File: src/rtl/imem_arb.sv
// imem_arb: shares the single-port instruction memory between the core fetch
// port (read-only) and the loader/debug port (read/write). One access per
// cycle, round-robin on conflict, response routed back one cycle later.
// Optional feature macro: IMEM_ARB_BOOT_HOLD_EN (BOOT state holds fetch off
// until the loader signals i_l_done).
module imem_arb #(
  parameter int DEPTH  = 2048,
  parameter int ADDR_W = 11
) (
  input  logic              clk,
  input  logic              rst_n,
  input  logic              i_f_req,
  input  logic [31:0]       i_f_addr,
  output logic              o_f_gnt,
  output logic              o_f_rvalid,
  output logic [31:0]       o_f_rdata,
  output logic              o_f_err,
  input  logic              i_l_req,
  input  logic              i_l_we,
  input  logic [31:0]       i_l_addr,
  input  logic [31:0]       i_l_wdata,
  input  logic              i_l_done,
  output logic              o_l_gnt,
  output logic              o_l_rvalid,
  output logic [31:0]       o_l_rdata,
  output logic              o_l_err,
  output logic              o_boot_busy,
  output logic              o_mem_en,
  output logic              o_mem_we,
  output logic [ADDR_W-1:0] o_mem_addr,
  output logic [31:0]       o_mem_wdata,
  input  logic [31:0]       i_mem_rdata
);

  localparam logic [31:0] DEPTH_W = 32'(DEPTH);

  logic run;
  logic last_l;      // 1: loader was granted last, so fetch wins next conflict
  logic f_oor, f_err, l_oor;
  logic rsp_valid, rsp_owner_l, rsp_err, rsp_rd;
  logic unused_l_lo;

  // Loader byte-offset bits carry no meaning for word accesses
  assign unused_l_lo = ^i_l_addr[1:0];

`ifdef IMEM_ARB_BOOT_HOLD_EN
  typedef enum logic {BOOT, RUN} state_t;
  state_t state_q, state_d;

  // State register: BOOT after reset
  always_ff @(posedge clk) begin
    if (!rst_n) state_q <= BOOT;
    else        state_q <= state_d;
  end

  // Next state: leave BOOT on i_l_done, RUN is terminal until reset
  always_comb begin
    state_d = state_q;
    if (state_q == BOOT && i_l_done) state_d = RUN;
  end

  assign run         = (state_q == RUN);
  assign o_boot_busy = (state_q == BOOT);
`else
  logic unused_done;
  assign unused_done = i_l_done;
  assign run         = 1'b1;
  assign o_boot_busy = 1'b0;
`endif

  // Range check against DEPTH on the word index; identical to testing the
  // address bits above ADDR_W+1 for zero when DEPTH is a power of two.
  assign f_oor = ({2'b00, i_f_addr[31:2]} >= DEPTH_W);
  assign l_oor = ({2'b00, i_l_addr[31:2]} >= DEPTH_W);
  assign f_err = f_oor | (|i_f_addr[1:0]);

  // Round-robin grant; everything held off while reset is asserted
  always_comb begin
    o_f_gnt = 1'b0;
    o_l_gnt = 1'b0;
    if (rst_n) begin
      if (i_f_req && run && i_l_req) begin
        o_f_gnt = last_l;
        o_l_gnt = !last_l;
      end else begin
        o_f_gnt = i_f_req && run;
        o_l_gnt = i_l_req;
      end
    end
  end

  // Memory-side drive from the winner; erroring or idle cycles drive zeros
  always_comb begin
    o_mem_en    = 1'b0;
    o_mem_we    = 1'b0;
    o_mem_addr  = '0;
    o_mem_wdata = '0;
    if (o_f_gnt && !f_err) begin
      o_mem_en   = 1'b1;
      o_mem_addr = i_f_addr[ADDR_W+1:2];
    end else if (o_l_gnt && !l_oor) begin
      o_mem_en    = 1'b1;
      o_mem_we    = i_l_we;
      o_mem_addr  = i_l_addr[ADDR_W+1:2];
      o_mem_wdata = i_l_wdata;
    end
  end

  // Last-granted pointer, moves only on a grant
  always_ff @(posedge clk) begin
    if (!rst_n)       last_l <= 1'b1;
    else if (o_f_gnt) last_l <= 1'b0;
    else if (o_l_gnt) last_l <= 1'b1;
  end

  // Response tracking captured at the grant edge
  always_ff @(posedge clk) begin
    if (!rst_n) begin
      rsp_valid   <= 1'b0;
      rsp_owner_l <= 1'b0;
      rsp_err     <= 1'b0;
      rsp_rd      <= 1'b0;
    end else begin
      rsp_valid   <= o_f_gnt | o_l_gnt;
      rsp_owner_l <= o_l_gnt;
      rsp_err     <= o_f_gnt ? f_err : (o_l_gnt & l_oor);
      rsp_rd      <= o_f_gnt ? !f_err : (o_l_gnt & !l_oor & !i_l_we);
    end
  end

  assign o_f_rvalid = rsp_valid & !rsp_owner_l;
  assign o_l_rvalid = rsp_valid &  rsp_owner_l;
  assign o_f_err    = o_f_rvalid & rsp_err;
  assign o_l_err    = o_l_rvalid & rsp_err;
  assign o_f_rdata  = (o_f_rvalid && rsp_rd) ? i_mem_rdata : '0;
  assign o_l_rdata  = (o_l_rvalid && rsp_rd) ? i_mem_rdata : '0;

endmodule

File: config.mk
export PLATFORM = sky130hd
export DESIGN_NAME = imem_arb
export DESIGN_NICKNAME = d
export VERILOG_FILES = /design/src/rtl/imem_arb.sv
export SDC_FILE = /design/constraint.sdc
export NUM_CORES = 1
export LEC_CHECK = 0
export CAP_MARGIN = 20
export CORE_ASPECT_RATIO = 0.6
export CORE_MARGIN = 8
export CORE_UTILIZATION = 20
export CTS_BUF_LIST = sky130_fd_sc_hd__clkbuf_8
export DETAILED_ROUTE_END_ITERATION = 10
export PLACE_DENSITY = 0.95
export SYNTH_ARGS = -nofsm -noshare
export SYNTH_HDL_FRONTEND = slang
export SYNTH_SLANG_ARGS = --single-unit
export TNS_END_PERCENT = 10
File: constraint.sdc
create_clock -name clk -period 4.7 [get_ports clk]
set_clock_uncertainty 0.05 [all_clocks]
set_input_delay 0.94 -clock clk [delete_from_list [all_inputs] [get_ports clk]]
set_output_delay 0.94 -clock clk [all_outputs]
set_load 0.02 [all_outputs]
==> run_results.csv <==
group,metric,value,unit
setup_path,end_kind,"primary output",
sta,drv_slew,0,
sta,worstMarginPinSlew,857.3,ps
sta,setup_viol,0,
synthesis,synthesis.nets,299,
min_path,hold_class,"reg2reg",
cts,path_clk_slew,40,ps
power_and_ir_drop,powerDensity,72.04,mW/mm^2
synthesis,yosysUniqueCellTypes,27,
sta,hold_viol,0,
setup_path,path_class,"in2out",
sta,setup_tns,0,ps
placed_design,portBuffers,245,
global_route,grt_max_degree,46,
global_route,grt_overflow,0,
synthesis,synth-seq-cells,5,
synthesis,synthCells,165,
cells_and_area,final_cell_mix,"clkdlybuf4s50_1, and2_1, and3_1, a22o_2, nor4_1",
power_and_ir_drop,ir_drop,81.19,uV
power_and_ir_drop,power,263.6,uW
cts,cts-root-buf,"clkbuf_8",
global_route,antenna_found_initial,0,
cells_and_area,final_common_cell,"clkdlybuf4s50_1",
placed_design,place_congestion,0.7773,
global_route,grt_pass1_wl,13.21,mm
drt,drt-initial-drc-count,69,
synthesis,synth_area,0.001121,mm^2
cells_and_area,num-fill-cells,456,
placed_design,placedCellCount,468,
cts,cts_buffers,3,
sta,fin_ws,410.5,ps
global_route,grtUsageTotal,20.58,%
synthesis,ys_seq_area_share,8.929,%
drt,vias,2123,
cts,post_cts_resized,0,
cells_and_area,drive_gt1_share,4.963,%
cells_and_area,area_growth,226.5,%
setup_path,r2r_slack,3180,ps
drt,wl,9.467,mm
cts,worstSkewPairLatency,220,ps
cells_and_area,diodes,0,
global_route,grt_pass1_vias,2223,
cells_and_area,nets,538,
sta,rsz0062_at_grt,"false",
cts,cts_tree,"built",
run,max_cap_violations,0,
cells_and_area,fin_cells,472,
power_and_ir_drop,p_leak,1.540,nW
floorplan,initial_core_util,20.41,%
floorplan,die_y,74.00,um
drt,drc,0,
setup_path,cp_max_fo,45,
sta,finalCritPeriodShare,91.27,%
drt,viasPerCell,4.498,
floorplan,fp.dieW,112.7,um
floorplan,coreArea,0.005492,mm^2
cts,cts_max_path_buffers,2,
drt,firstDrtPassIters,4,
cells_and_area,final_util,66.64,%
placed_design,hpwl,8.382,mm
sta,fmax,233.1,MHz
synthesis,avgSynthCellArea,6.794,um^2
floorplan,ios,250,
cts,ctsHoldBuffers,0,
cts,cts.sinks,5,
floorplan,rows,21,
synthesis,synth_warnings,0,
floorplan,die_area,0.008336,mm^2
setup_path,worstPathRequired,3710,ps
cts,h-tree-depth,1,
sta,maxSlewHeadroom,42.84,%
drt,wire_per_inst,20.06,um
sta,fin_crit,4290,ps
run_status,status,"finished, final reports clean",
setup_path,start_kind,"input port",
drt,ant_nets,0,
setup_path,worstPathArrival,3300,ps
cts,post_cts_buffers,0,
placed_design,dpl_worst_slack,410.0,ps
cell usage after synthesis:
cell       n  area, um^2
a211oi_1   1       7.510
conb_1     1       3.750
nor3_4     1       16.27
and2_1    67       419.2
nor4_4     1       21.27
nand3_1    2       10.01
dfxtp_1    5       100.1
nor3_1     2       10.01
buf_6      1       11.26
nor4_1     7       43.79
clkbuf_1   9       33.78
or2_2      1       6.260
or3_1      1       6.260
and3_1    34       212.7
or4_4      1       11.26
clkbuf_2   3       15.01
o211ai_1   1       7.510
nand2_1    4       15.01
nand4_1    1       6.260
nor2_1     2       7.510
buf_4      2       15.01
a22o_1     3       26.28
a21o_2     1       8.760
inv_1      4       15.01
a22o_2     8       80.08
nor2b_1    1       6.260
o21ai_0    1       5.000
per-layer routing:
layer / track usage, % / routed length [um]
met1: 20.75 / 3397
met2: 42.15 / 5346
met3: 4.862 / 510
met4: 5.341 / 212
met5: 0 / 0
worst max-delay path: stages:
cell	delay, ps
clkdlybuf4s50_1	420
nor4_1	310
nand3_1	210
nor3_4	200
buf_4	360
and2_1	220
clkdlybuf4s50_1	620
layout make-up:
class | count | area [um^2] | area share (%)
Clock buffer | 3 | 41.29 | 1.128
Clock inverter | 1 | 3.754 | 0.1026
Inverter | 4 | 15.01 | 0.4103
Multi-Input combinational cell | 141 | 930.9 | 25.44
Sequential cell | 5 | 100.1 | 2.735
Tap cell | 69 | 86.33 | 2.359
Timing Repair Buffer | 249 | 2482 | 67.83
worst paths after layout:
kind,endpoint,cells past startpoint,start
worst min-delay path,last_l,2,last_l
worst max-delay path,o_mem_wdata[23],7,i_l_addr[20]
worst max register to register,rsp_err,4,last_l
worst min register to register,last_l,2,last_l
cell families (layout without fill, tap and decap cells):
kind of cell	Yosys count	after routing	synth area share, %
other cells	1	1	0.3345
simple gates	125	125	70.65
compound gates	15	15	12.05
flops	5	5	8.929
buf+inv	19	257	8.034
flip-flops by register name, indices dropped and copies added (netlist names):
register and count:
last_l 1, rsp_err 1, rsp_owner_l 1, rsp_rd 1, rsp_valid 1
power breakdown:
group          leakage, nW  switching (mW)  internal [mW]
combinational         1.47          0.0345          0.103
clock               0.0269          0.0231         0.0562
sequential          0.0414         0.00148         0.0453
total                 1.54          0.0590          0.205
through the flow:
| stage | area (um^2) | hold slack, ps |
|---|---|---|
| 2_1_floorplan | 1121 | 426.1 |
| 3_3_place_gp | 3615 | 443.7 |
| 3_5_place_dp | 3615 | 465.3 |
| 4_1_cts | 3660 | 477.3 |
| 5_1_grt | 3660 | 510.2 |
| 6_report | 3660 | 483.1 |
Power figures use the tool's default switching activity.
